## src/rtl/imm_extend_pipe_pkg.sv

```systemverilog
// rtl/imm_extend_pipe_pkg.sv - shared mode encodings and default widths for the immediate extender
//
// Purpose: mode encodings and default parameter values used by imm_ext_core,
//          imm_extend_pipe_if and imm_extend_pipe.
// Ports:   none (package).
// Config:  IMM_EXT_SHIFT_EN selects whether MODE_UPPER/MODE_BR2 are implemented.

package imm_ext_pkg;

   typedef enum logic [1:0] {
      MODE_SEXT  = 2'b00,   // sign-extend
      MODE_ZEXT  = 2'b01,   // zero-extend
      MODE_UPPER = 2'b10,   // immediate in the upper bits, low bits zero
      MODE_BR2   = 2'b11    // sign-extend then shift left by 2
   } imm_mode_e;

   localparam int IMM_IN_W_DEF  = 16;
   localparam int IMM_OUT_W_DEF = 32;
   localparam int IMM_DEPTH_DEF = 2;

endpackage

```

## src/rtl/imm_extend_pipe_if.sv

```systemverilog
// rtl/imm_extend_pipe_if.sv - write/read handshake bundle of the immediate extender
//
// Purpose: groups the producer-side (in_*) and consumer-side (out_*) handshake
//          signals of imm_extend_pipe.
// Modports:
//   master - testbench/surrounding logic view: drives in_valid/in_imm/in_mode/out_ready
//   slave  - imm_extend_pipe view: drives in_ready/out_valid/out_imm/out_count

interface imm_extend_pipe_if
   import imm_ext_pkg::*;
#(
   parameter int IN_W  = IMM_IN_W_DEF,
   parameter int OUT_W = IMM_OUT_W_DEF,
   parameter int DEPTH = IMM_DEPTH_DEF
);
   localparam int CW = $clog2(DEPTH) + 1;

   logic             in_valid;
   logic             in_ready;
   logic [IN_W-1:0]  in_imm;
   logic [1:0]       in_mode;
   logic             out_valid;
   logic             out_ready;
   logic [OUT_W-1:0] out_imm;
   logic [CW-1:0]    out_count;

   modport master (
      output in_valid, in_imm, in_mode, out_ready,
      input  in_ready, out_valid, out_imm, out_count
   );

   modport slave (
      input  in_valid, in_imm, in_mode, out_ready,
      output in_ready, out_valid, out_imm, out_count
   );

endinterface

```

## src/rtl/imm_extend_pipe_core.sv

```systemverilog
// rtl/imm_extend_pipe_core.sv - combinational immediate extend/shift
//
// Purpose: turns an IN_W-bit immediate into an OUT_W-bit operand according to mode.
// Config:  IMM_EXT_SHIFT_EN defined -> all four modes; undefined -> mode_i[1]
//          ignored (10 acts as 00, 11 as 01) and the upper/shift paths are absent.
// Ports:
//   imm_i  [IN_W]  raw immediate
//   mode_i [2]     extension mode (imm_mode_e encoding)
//   ext_o  [OUT_W] extended result

module imm_ext_core
   import imm_ext_pkg::*;
#(
   parameter int IN_W  = IMM_IN_W_DEF,
   parameter int OUT_W = IMM_OUT_W_DEF
) (
   input  logic [IN_W-1:0]  imm_i,
   input  logic [1:0]       mode_i,
   output logic [OUT_W-1:0] ext_o
);
   localparam int PAD_W = OUT_W - IN_W;

   logic [OUT_W-1:0] sext_res;
   logic [OUT_W-1:0] zext_res;

   assign sext_res = {{PAD_W{imm_i[IN_W-1]}}, imm_i};
   assign zext_res = {{PAD_W{1'b0}}, imm_i};

`ifdef IMM_EXT_SHIFT_EN
   logic [OUT_W-1:0] upper_res;
   logic [OUT_W-1:0] br2_res;

   assign upper_res = {imm_i, {PAD_W{1'b0}}};
   // Branch offset: the two MSBs of the sign-extended value fall off the top.
   assign br2_res   = {sext_res[OUT_W-3:0], 2'b00};

   always_comb begin
      ext_o = sext_res;
      case (mode_i)
         MODE_SEXT:  ext_o = sext_res;
         MODE_ZEXT:  ext_o = zext_res;
         MODE_UPPER: ext_o = upper_res;
         MODE_BR2:   ext_o = br2_res;
         default:    ext_o = sext_res;
      endcase
   end
`else
   // Only the sign/zero choice exists; the upper mode bit has no effect.
   logic unused_mode_hi;
   assign unused_mode_hi = mode_i[1];
   assign ext_o = mode_i[0] ? zext_res : sext_res;
`endif

endmodule

```

## src/rtl/imm_extend_pipe.sv

```systemverilog
// rtl/imm_extend_pipe.sv - buffered immediate extender between decode and ALU operand mux
//
// Purpose: extends each accepted immediate on the write side and queues the
//          OUT_W-bit results in a DEPTH-entry FIFO so decode can run ahead of a
//          stalled execute stage.
// Config:  IMM_EXT_SHIFT_EN enables modes 10 (upper) and 11 (branch shift-by-2).
// Ports:
//   clk    rising-edge clock
//   rst_n  asynchronous active-low reset; discards all buffered entries
//   flush  synchronous clear of all entries; wins over a same-cycle push/pop
//   bus    imm_extend_pipe_if.slave: in_valid/in_ready/in_imm/in_mode push side,
//          out_valid/out_ready/out_imm pop side, out_count occupancy

module imm_extend_pipe
   import imm_ext_pkg::*;
#(
   parameter int IN_W  = IMM_IN_W_DEF,
   parameter int OUT_W = IMM_OUT_W_DEF,
   parameter int DEPTH = IMM_DEPTH_DEF
) (
   input  logic              clk,
   input  logic              rst_n,
   input  logic              flush,
   imm_extend_pipe_if.slave  bus
);
   localparam int PW = $clog2(DEPTH);
   localparam int CW = PW + 1;
   localparam logic [CW-1:0] FULL_CNT = CW'(DEPTH);
   localparam logic [CW-1:0] CNT_ONE  = CW'(1);
   localparam logic [PW-1:0] PTR_ONE  = PW'(1);

   logic [PW-1:0]    wr_ptr_q, wr_ptr_d;
   logic [PW-1:0]    rd_ptr_q, rd_ptr_d;
   logic [CW-1:0]    count_q,  count_d;
   logic [OUT_W-1:0] mem_q [DEPTH];
   logic [OUT_W-1:0] ext_res;
   logic             can_push;
   logic             has_data;
   logic             push;
   logic             pop;

   imm_ext_core #(
      .IN_W  (IN_W),
      .OUT_W (OUT_W)
   ) u_core (
      .imm_i  (bus.in_imm),
      .mode_i (bus.in_mode),
      .ext_o  (ext_res)
   );

   // Both handshake flags come from count_q only, so in_ready never depends
   // combinationally on out_ready and only moves on an edge or reset.
   assign can_push = (count_q < FULL_CNT);
   assign has_data = (count_q != '0);
   assign push     = bus.in_valid && can_push;
   assign pop      = has_data && bus.out_ready;

   always_comb begin
      wr_ptr_d = wr_ptr_q;
      rd_ptr_d = rd_ptr_q;
      count_d  = count_q;
      if (flush) begin
         wr_ptr_d = '0;
         rd_ptr_d = '0;
         count_d  = '0;
      end else begin
         // DEPTH is a power of two, so pointer wrap is plain overflow.
         if (push) wr_ptr_d = wr_ptr_q + PTR_ONE;
         if (pop)  rd_ptr_d = rd_ptr_q + PTR_ONE;
         case ({push, pop})
            2'b10:   count_d = count_q + CNT_ONE;
            2'b01:   count_d = count_q - CNT_ONE;
            default: count_d = count_q;
         endcase
      end
   end

   always_ff @(posedge clk or negedge rst_n) begin
      if (!rst_n) begin
         wr_ptr_q <= '0;
         rd_ptr_q <= '0;
         count_q  <= '0;
      end else begin
         wr_ptr_q <= wr_ptr_d;
         rd_ptr_q <= rd_ptr_d;
         count_q  <= count_d;
      end
   end

   // Storage needs no reset: stale entries are never visible because out_imm
   // is forced to zero whenever the buffer is empty.
   always_ff @(posedge clk) begin
      if (push && !flush) mem_q[wr_ptr_q] <= ext_res;
   end

   assign bus.in_ready  = can_push;
   assign bus.out_valid = has_data;
   assign bus.out_imm   = has_data ? mem_q[rd_ptr_q] : '0;
   assign bus.out_count = count_q;

endmodule

```

## src/flat_wrapper.sv

```systemverilog
// flat-port wrapper written by rule: the top's interface ports become plain ports
module imm_extend_pipe_flat import imm_ext_pkg::*;
#(
   parameter int IN_W  = IMM_IN_W_DEF,
   parameter int OUT_W = IMM_OUT_W_DEF,
   parameter int DEPTH = IMM_DEPTH_DEF
)
  (clk, rst_n, flush, bus_in_valid, bus_in_imm, bus_in_mode, bus_out_ready, bus_in_ready, bus_out_valid, bus_out_imm, bus_out_count);
  imm_extend_pipe_if #(.IN_W(IN_W), .OUT_W(OUT_W), .DEPTH(DEPTH)) bus_i ();
  input  logic clk;
  input  logic rst_n;
  input  logic flush;
  input wire logic [$bits(bus_i.in_valid)-1:0] bus_in_valid;
  input wire logic [$bits(bus_i.in_imm)-1:0] bus_in_imm;
  input wire logic [$bits(bus_i.in_mode)-1:0] bus_in_mode;
  input wire logic [$bits(bus_i.out_ready)-1:0] bus_out_ready;
  output wire logic [$bits(bus_i.in_ready)-1:0] bus_in_ready;
  output wire logic [$bits(bus_i.out_valid)-1:0] bus_out_valid;
  output wire logic [$bits(bus_i.out_imm)-1:0] bus_out_imm;
  output wire logic [$bits(bus_i.out_count)-1:0] bus_out_count;
  assign bus_i.in_valid = bus_in_valid;
  assign bus_i.in_imm = bus_in_imm;
  assign bus_i.in_mode = bus_in_mode;
  assign bus_i.out_ready = bus_out_ready;
  assign bus_in_ready = bus_i.in_ready;
  assign bus_out_valid = bus_i.out_valid;
  assign bus_out_imm = bus_i.out_imm;
  assign bus_out_count = bus_i.out_count;
  imm_extend_pipe #(.IN_W(IN_W), .OUT_W(OUT_W), .DEPTH(DEPTH)) u_core (.clk(clk), .rst_n(rst_n), .flush(flush), .bus(bus_i));
endmodule
```

## config.mk

```make
export PLATFORM = sky130hd
export DESIGN_NAME = imm_extend_pipe_flat
export DESIGN_NICKNAME = d
export VERILOG_FILES = /design/src/rtl/imm_extend_pipe_pkg.sv /design/src/rtl/imm_extend_pipe_if.sv /design/src/rtl/imm_extend_pipe_core.sv /design/src/rtl/imm_extend_pipe.sv /design/src/flat_wrapper.sv
export SDC_FILE = /design/constraint.sdc
export NUM_CORES = 1
export LEC_CHECK = 0
export CORE_AREA = 4 4 86 88
export DETAILED_ROUTE_END_ITERATION = 8
export DIE_AREA = 0 0 90 92
export GPL_TIMING_DRIVEN = 0
export HOLD_SLACK_MARGIN = 0.03
export PLACE_DENSITY_LB_ADDON = 0.05
export SKIP_LAST_GASP = 1
export SYNTH_ARGS = -nofsm -noshare
export SYNTH_HDL_FRONTEND = slang
export SYNTH_SLANG_ARGS = --single-unit
```

## constraint.sdc

```tcl
create_clock -name clk -period 2.7 [get_ports clk]
set_clock_uncertainty 0.2 [all_clocks]
set_input_delay 0.54 -clock clk [delete_from_list [all_inputs] [get_ports clk]]
set_output_delay 0.54 -clock clk [all_outputs]
set_load 0.02 [all_outputs]
```

# Word-level counts from Yosys, hierarchy flattened
# Memories as Yosys holds them, arrays and structs flattened.
# Index checks and enable logic that the tools add are counted.
classes:
  n_addsub: 4
  magnitude_cmp: 1
  n_eq_ne: 2
  muxes: 10
  n_reduce_logical: 8
ops:
  columns: ["operator", "n"]
  rows:
  - ["32-bit two-way mux", 2]
  - ["1-bit two-way mux", 6]
  - ["2-bit nonzero test", 3]
  - ["2-bit one-hot mux with 2 select lines", 1]
  - ["1-bit logical AND", 3]
  - ["3-bit nonzero test", 1]
  - ["1-bit adder, second input constant", 2]
  - ["2-bit by 1-bit adder with 2-bit output, second input constant", 1]
  - ["2-bit by 1-bit equality test with 1-bit output, second input constant", 1]
  - ["2-bit equality test, second input constant", 1]
  - ["2-bit less-than comparator, second input constant", 1]
  - ["2-bit two-way mux", 1]
  - ["2-bit by 1-bit subtractor with 2-bit output, second input constant", 1]
  - ["1-bit logical NOT", 1]
totals:
  ff_bits: 4
  ramBits: 64
  inputBits: 23
  output_inout_bits: 36
  word_cells: 29
  n_memories: 1
mem_list:
  columns: ["name", "words", "width", "rd", "rd_clocked_by_memory_dff", "write_ports", "line_no", "source"]
  rows:
  - ["u_core.mem_q", 2, 32, 1, 0, 1, "imm_extend_pipe.sv:35", "logic [OUT_W-1:0] mem_q [DEPTH];"]

# Longest topological paths before layout
# Gate-level depths: netlist of run 1.
logic_depth:
  depth_word: 5
  ltp_mapped: 4
  mapped_depth_nobuf: 3

# Modules after synthesis
# Synthesis of run 1 repeated with hierarchy kept, for this count alone.
hier_totals:
  cells_unflattened: 190
  hier_area_um2: 2895.3
by_module_without_submodules:
  columns: ["mod", "instances", "cells_each", "area_each_um2", "seq_area_each_um2"]
  rows:
  - ["imm_extend_pipe", 1, 158, 2648.8, 2021.9]
  - ["imm_ext_core", 1, 32, 246.5, 0.0]

# Worst setup path after synthesis of run 1
# Ideal clock, no wire load.
synth_path:
  path_kind: "reg2reg"
  startpoint: "register u_core.count_q[1], in the netlist u_core.bus.out_count[1]"
  endpoint: "memory u_core.mem_q[1][0] (netlist bit) (enable)"
  setup_time_ns: 0.416
  arrival_ns: 2.016
  required_time_ns: 2.084
  path_slack_ns: 0.068
  stages_incl_launch_ff: 3
  n_path_buf: 0
  synth_period_minus_slack_ns: 2.632
  cell_sequence: "dfrtp_1 -> nand2b_4 -> nor3b_1"
synth_via:
  elab_chain_cells: 5
synth_lines:
  columns: ["item", "line_no", "source"]
  rows:
  - ["start, declared", "imm_extend_pipe.sv:34", "logic [CW-1:0] count_q, count_d;"]
  - ["start signal, assigned", "imm_extend_pipe.sv:86", "count_q <= count_d;"]
  - ["2-bit less-than comparator", "imm_extend_pipe.sv:53", "assign can_push = (count_q < FULL_CNT);"]
  - ["1-bit logical AND", "imm_extend_pipe.sv:55", "assign push = bus.in_valid && can_push;"]
  - ["1-bit logical AND", "imm_extend_pipe.sv:93", "if (push && !flush) mem_q[wr_ptr_q] <= ext_res;"]
  - ["1-bit two-way mux", "imm_extend_pipe.sv:93", null]
  - ["1-bit two-way mux (implied by the code)", "imm_extend_pipe.sv:93", null]
  - ["end, declared", "imm_extend_pipe.sv:35", null]
# No other way between the ends.

# Worst setup path in the final report of run 1
layout_path:
  startpoint: "register u_core.rd_ptr_q"
  endpoint: "output bus_out_imm[16]"
layout_via:
  elab_chain_cells: 2
layout_lines:
  columns: ["item", "line_no", "source"]
  rows:
  - ["start, declared", "imm_extend_pipe.sv:33", "logic [PW-1:0] rd_ptr_q, rd_ptr_d;"]
  - ["start signal, assigned", "imm_extend_pipe.sv:85", "rd_ptr_q <= rd_ptr_d;"]
  - ["memory read 2 x 32 bit", null, null]
  - ["32-bit two-way mux", "imm_extend_pipe.sv:98", "assign bus.out_imm = has_data ? mem_q[rd_ptr_q] : '0;"]
  - ["end, declared", "flat_wrapper.sv:19", "output wire logic [$bits(bus_i.out_imm)-1:0] bus_out_imm;"]
# No other way between the ends.

==> flow_summary_export.csv, run 1 <==
group,metric,value,unit
sta,hold_viol,0,
yosys,yosys.area.top_type,"edfxtp_1",
finish,final_common_cell,"clkdlybuf4s50_1",
floorplan,die-width,90,um
floorplan,dieArea,0.008280,mm2
floorplan,initial_core_util,24.54,%
hold_path,hp-class,"primary input to asynchronous set/reset pin",
sta,fin_hold_ws,258.1,ps
cts,ctsLongestPathBuffers,2,
yosys,yosys-top-cells-area,"edfxtp_1, mux2i_1, buf_4",
sta,slew_viol_final,0,
sta,setup_viol,0,
status,status,"finished, final reports clean",
floorplan,row_count,30,
cts,cts_hold_buf,0,
drt,drtIter0Drc,54,
finish,layout_common_cells,"clkdlybuf4s50_1, edfxtp_1, buf_4, nor2_1, mux2i_1",
sta,rsz0062_at_grt,"false",
cts,cts_sinks,38,
finish,fin_nets,202,
yosys,postSynthAreaPerCell,14.82,um2
cts,clkTransAtPathRegs,70,ps
drt,wirelength,3403,um
drt,post-route-drc-count,0,
floorplan,core_area,0.006644,mm2
power,power_density,528.2,mW/mm2
global_route,grt_first_pass_wirelength,5388,um
power,p_leak,0.9356,nW
yosys,netlist_area,0.001630,mm2
finish,num_antenna_cells,0,
sta,max_freq,0.3825,GHz
sta,period_share,96.83,%
placement,gp_congestion,0.6656,
cts,insertion_delay,280,ps
cts,cts_made_buffers,5,
floorplan,die_h,92,um
power,p_total,0.001296,W
sta,worst_slack,85.64,ps
yosys,synth_warnings,0,
yosys,yosysUniqueCellTypes,20,
critical_path,worst_setup_path_end_kind,"primary output",
drt,final_antenna_net_count,0,
floorplan,pin_count,59,
placement,hpwl,2542,um
finish,drive_gt1_share,20.56,%
sta,min_period,2614,ps
yosys,synth-seq-area-share,68.76,%
yosys,synth_top_area_share,62.62,%
yosys,synth_nets,133,
drt,drt_pass1_iterations,4,
finish,utilization,36.93,%
sta,relSlewSlack,46.48,%
cts,cts_tree,"yes",
placement,place.port_buffers,57,
global_route,grt_util_all_layers,8.548,%
placement,dp_slack,-212.7,ps
sta,worstMarginPinSlew,798.4,ps
power,peakVddDrop,0.0002228,V
run,cap_violations,0,
yosys,ys_ff_latch,38,
cts,clock-root-buffer,"clkbuf_8",
global_route,grt_pass1_vias,1085,
global_route,grt_max_degree,17,
critical_path,arrival,1870,ps
drt,wl_per_cell,13.09,um
critical_path,path_class,"flop to primary output",
yosys,syn_inst,110,
drt,via_per_inst,3.954,
critical_path,crit_path_start_kind,"flop",
finish,syn2layout_area_growth,50.50,%
global_route,antenna_found_initial,0,
critical_path,crit_fanout,16,
cts,h-tree-depth,2,
global_route,grt_overflow,0,
drt,vias,1028,
critical_path,cp.required,1960,ps
==> path summary, 6_finish.rpt <==
path                                         start                  end  slack (ps)  cells past startpoint
max                                u_core.rd_ptr_q      bus_out_imm[16]          90                      5
min                                          rst_n      u_core.wr_ptr_q         260                      1
max reg2reg                u_core.bus.out_count[1]  u_core.mem_q[1][11]         650                      3
min reg2reg                        u_core.wr_ptr_q      u_core.wr_ptr_q         390                      2
max in group asynchronous                    rst_n      u_core.rd_ptr_q        1870                      1
min in group clk                   u_core.wr_ptr_q      u_core.wr_ptr_q         390                      2
==> per-stage QoR <==
| stage | setup TNS [ps] | instance area (um2) | cells |
|---|---|---|---|
| 5_1_grt | 0 | 2454 | 260 |
| 3_3_place_gp | -45730 | 2301 | 247 |
| 3_5_place_dp | -3184 | 2341 | 249 |
| 2_1_floorplan | 0 | 1630 | 110 |
| 4_1_cts | 0 | 2439 | 258 |
| 6_report | 0 | 2454 | 260 |
==> power breakdown <==
group	internal, W	leakage [nW]	total (W)	switching (W)
Sequential	0.000669	0.365	0.000678	0.00000898
Combinational	0.000138	0.530	0.000266	0.000128
Clock	0.000172	0.0407	0.000352	0.000180
==> cell families after synthesis <==
kind of cell	count (synthesis)	share of synthesized area (%)
flip-flops	38	68.76
AND/OR/NAND/NOR	28	8.365
buffers and inverters	20	8.979
multiplexers	18	11.36
AO/OA/AOI/OAI	4	1.458
XOR/XNOR	2	1.075
==> what timing repair did <==
action	CTS	global route
gates resized for setup	19	0
buffers inserted	1	2
endpoints found under the hold margin	0	0
pin swaps	2	1
endpoints found under the setup margin	26	10
==> layer usage <==
layer | global-route usage [%] | vias up | share of wire [%]
li1 | - | 510 | -
met1 | 9.779 | 482 | 42
met2 | 14.75 | 31 | 52
met3 | 2.543 | 5 | 5.4
met4 | 3.827 | 0 | 1.1
met5 | 0 | - | 0
==> registers in the layout, indices dropped and copies added, names as in the netlist <==
register and cells:
u_core.mem_q 34, u_core.wr_ptr_q 1, u_core.rd_ptr_q 1, u_core.bus.out_count 2
==> worst max-delay path, cell delays in order, from the launching register on <==
cell and delay [ps]:
dfrtp_1 360, buf_4 190, mux2i_2 180, nor2_4 130, buf_12 140, clkdlybuf4s50_1 610
==> layout make-up <==
type,instances,area (um2)
fillers,664,4190
flip-flops and latches,38,1121
repair buffers,62,616.8
multi-input cells,52,389.1
plain buffers,18,138.9
well taps,80,100.1
clock buffers,5,68.82
clock inverters,3,11.26
inverters,2,7.507
==> Yosys cell counts, drive strengths merged <==
cell type and instances:
nor3 1, mux2 1, dfrtp 4, and2b 1
nand2b 2, edfxtp 34, xor2 2, mux2i 17
nor2b 2, nor2 20, inv 2, o21ai 2
buf 18, nand2 1, a21oi 2, nor3b 1
(Power assumes the default switching activity.)
==> run 2: changes to the inputs <==
CORE_AREA = 4 4 69 71   (was 4 4 86 88)
DIE_AREA = 0 0 73 75   (was 0 0 90 92)
SETUP_SLACK_MARGIN = 0.05   (was not set)
==> run 2 against run 1 <==
Effect of this change:
- flip-flop and latch count unchanged
- cell count fell by 10%
- routed wire length decreased by 7.3%
- core utilization increased by 22 points
- non-clock buffer count rose by 1
- sequential power is essentially flat
- first-iteration DRC count shrank 48%
- clock power grew 56%
- register-to-register slack gained 100 ps
- power is 15% higher
==> flow_summary_export.csv, run 2 (synthesis results as in run 1) <==
group,metric,value,unit
cts,cts_sinks,38,
sta,max_freq,0.3934,GHz
finish,layout_common_cells,"clkdlybuf4s50_1, edfxtp_1, buf_4, nor2_1, mux2i_1",
power,peakVddDrop,0.0003582,V
floorplan,die-width,73,um
power,power_density,597.3,mW/mm2
drt,wirelength,3156,um
floorplan,die_h,75,um
sta,fin_hold_ws,257.9,ps
sta,period_share,94.15,%
status,status,"finished, final reports clean",
finish,largest-register,"u_core.mem_q",
sta,min_period,2542,ps
critical_path,path_class,"flop to primary output",
cts,clkTransAtPathRegs,70,ps
finish,num_antenna_cells,0,
floorplan,core_area,0.004234,mm2
placement,place_area,0.002313,mm2
drt,wl_per_cell,13.55,um
critical_path,max_stage_delay,610,ps
cts,ctsLongestPathBuffers,2,
global_route,grt_first_pass_wirelength,4747,um
finish,largest_reg_flops,34,
cts,cts_made_buffers,5,
placement,dp_cells,222,
drt,drtIter0Drc,28,
global_route,grt_overflow,0,
sta,hold_viol,0,
floorplan,dieArea,0.005475,mm2
drt,vias,1018,
sta,slew_viol_final,0,
sta,worstMarginPinSlew,630.8,ps
cts,clock-root-buffer,"clkbuf_8",
critical_path,cp.required,1960,ps
critical_path,crit_path_start_kind,"flop",
finish,final_common_cell,"clkdlybuf4s50_1",
placement,place.port_buffers,57,
hold_path,hp-class,"primary input to asynchronous set/reset pin",
power,p_total,0.001491,W
run,cap_violations,0,
finish,syn2layout_area_growth,53.11,%
floorplan,pin_count,59,
drt,drt_pass1_iterations,4,
sta,relSlewSlack,57.76,%
critical_path,reg2reg_to,"u_core.mem_q[1][15]",
critical_path,worstPathCellList,"buf_4 -> buf_6 -> mux2i_1 -> nor2_1 -> clkdlybuf4s50_1",
drt,via_per_inst,4.369,
critical_path,crit_fanout,10,
global_route,grt_util_all_layers,12.16,%
floorplan,initial_core_util,38.50,%
finish,final_cell_area,0.002496,mm2
critical_path,arrival,1800,ps
global_route,grt_max_degree,17,
floorplan,row_count,24,
finish,layoutNonFillerInstCount,233,
critical_path,r2r_setup_slack,750,ps
finish,fin_nets,203,
cts,h-tree-depth,2,
cts,insertion_delay,280,ps
power,p_leak,1.078,nW
finish,drive_gt1_share,22.10,%
global_route,grt_pass1_vias,1029,
drt,final_antenna_net_count,0,
critical_path,reg2regPathDepth,3,
sta,rsz0062_at_grt,"false",
placement,hpwl,2416,um
global_route,antenna_found_initial,0,
critical_path,crit-reg2reg-launch,"u_core.bus.out_count[1]",
cts,cts_tree,"yes",
drt,post-route-drc-count,0,
sta,setup_viol,0,
critical_path,worst_setup_path_end_kind,"primary output",
placement,gp_congestion,0.6804,
critical_path,slowest_stage,"clkdlybuf4s50_1",
[run 2: area by class of cell]
type / count / area, um2
multi-input cells: 52 / 389.1
clock inverters: 3 / 63.81
clock buffers: 5 / 68.82
fillers: 336 / 1738
plain buffers: 18 / 138.9
repair buffers: 63 / 641.9
flip-flops and latches: 38 / 1121
inverters: 2 / 7.507
well taps: 52 / 65.06
[run 2: routing by layer]
| layer | track usage (%) | up-vias | part of all wire, % |
|---|---|---|---|
| li1 | - | 509 | - |
| met1 | 11.91 | 472 | 36 |
| met2 | 22.54 | 31 | 56 |
| met3 | 5.073 | 6 | 6.5 |
| met4 | 4.918 | 0 | 1.7 |
| met5 | 0 | - | 0 |
[run 2: repair_timing]
action,4_1_cts,5_1_grt
buffers inserted,3,0
setup endpoints to repair,26,7
hold buffers,0,0
pin swaps,2,0
resized for setup,19,7
[run 2: power by group]
part / leakage (nW) / switching [W] / internal, W / total, W
clock network: 0.0658 / 0.000184 / 0.000365 / 0.000549
logic: 0.647 / 0.000126 / 0.000138 / 0.000263
registers: 0.365 / 0.00000948 / 0.000669 / 0.000678
total: 1.08 / 0.000319 / 0.00117 / 0.00149
[run 2: how the worst max path moves through the flow]
stage,from,end,slack (ps),cells past startpoint
6_report,u_core.rd_ptr_q,bus_out_imm[6],160,5
5_1_grt,u_core.rd_ptr_q,bus_out_imm[4],60,5
4_1_cts,u_core.rd_ptr_q,bus_out_imm[16],60,5
3_5_place_dp,u_core.rd_ptr_q,bus_out_imm[30],-220,5
3_3_place_gp,bus_in_valid,u_core.mem_q[1][9],-1210,3
2_1_floorplan,u_core.bus.out_count[1],u_core.mem_q[1][0],70,2
[run 2: stage by stage]
stage                     setup slack (ps)  utilization [%]  setup TNS (ps)
after detailed placement            -217.6            54.64           -3180
after global routing                 59.64            58.95               0
after CTS                            60.39            58.54               0
after global placement               -1214            53.52          -39680
after floorplan                      67.82                -               0
final                                158.0            58.95               0
[run 2: worst max-delay path: cells and delay by family (launching register included)]
kind	cells	cell delay, ps
flops	1	360
buf+inv	3	960
simple gates	1	80
mux	1	120
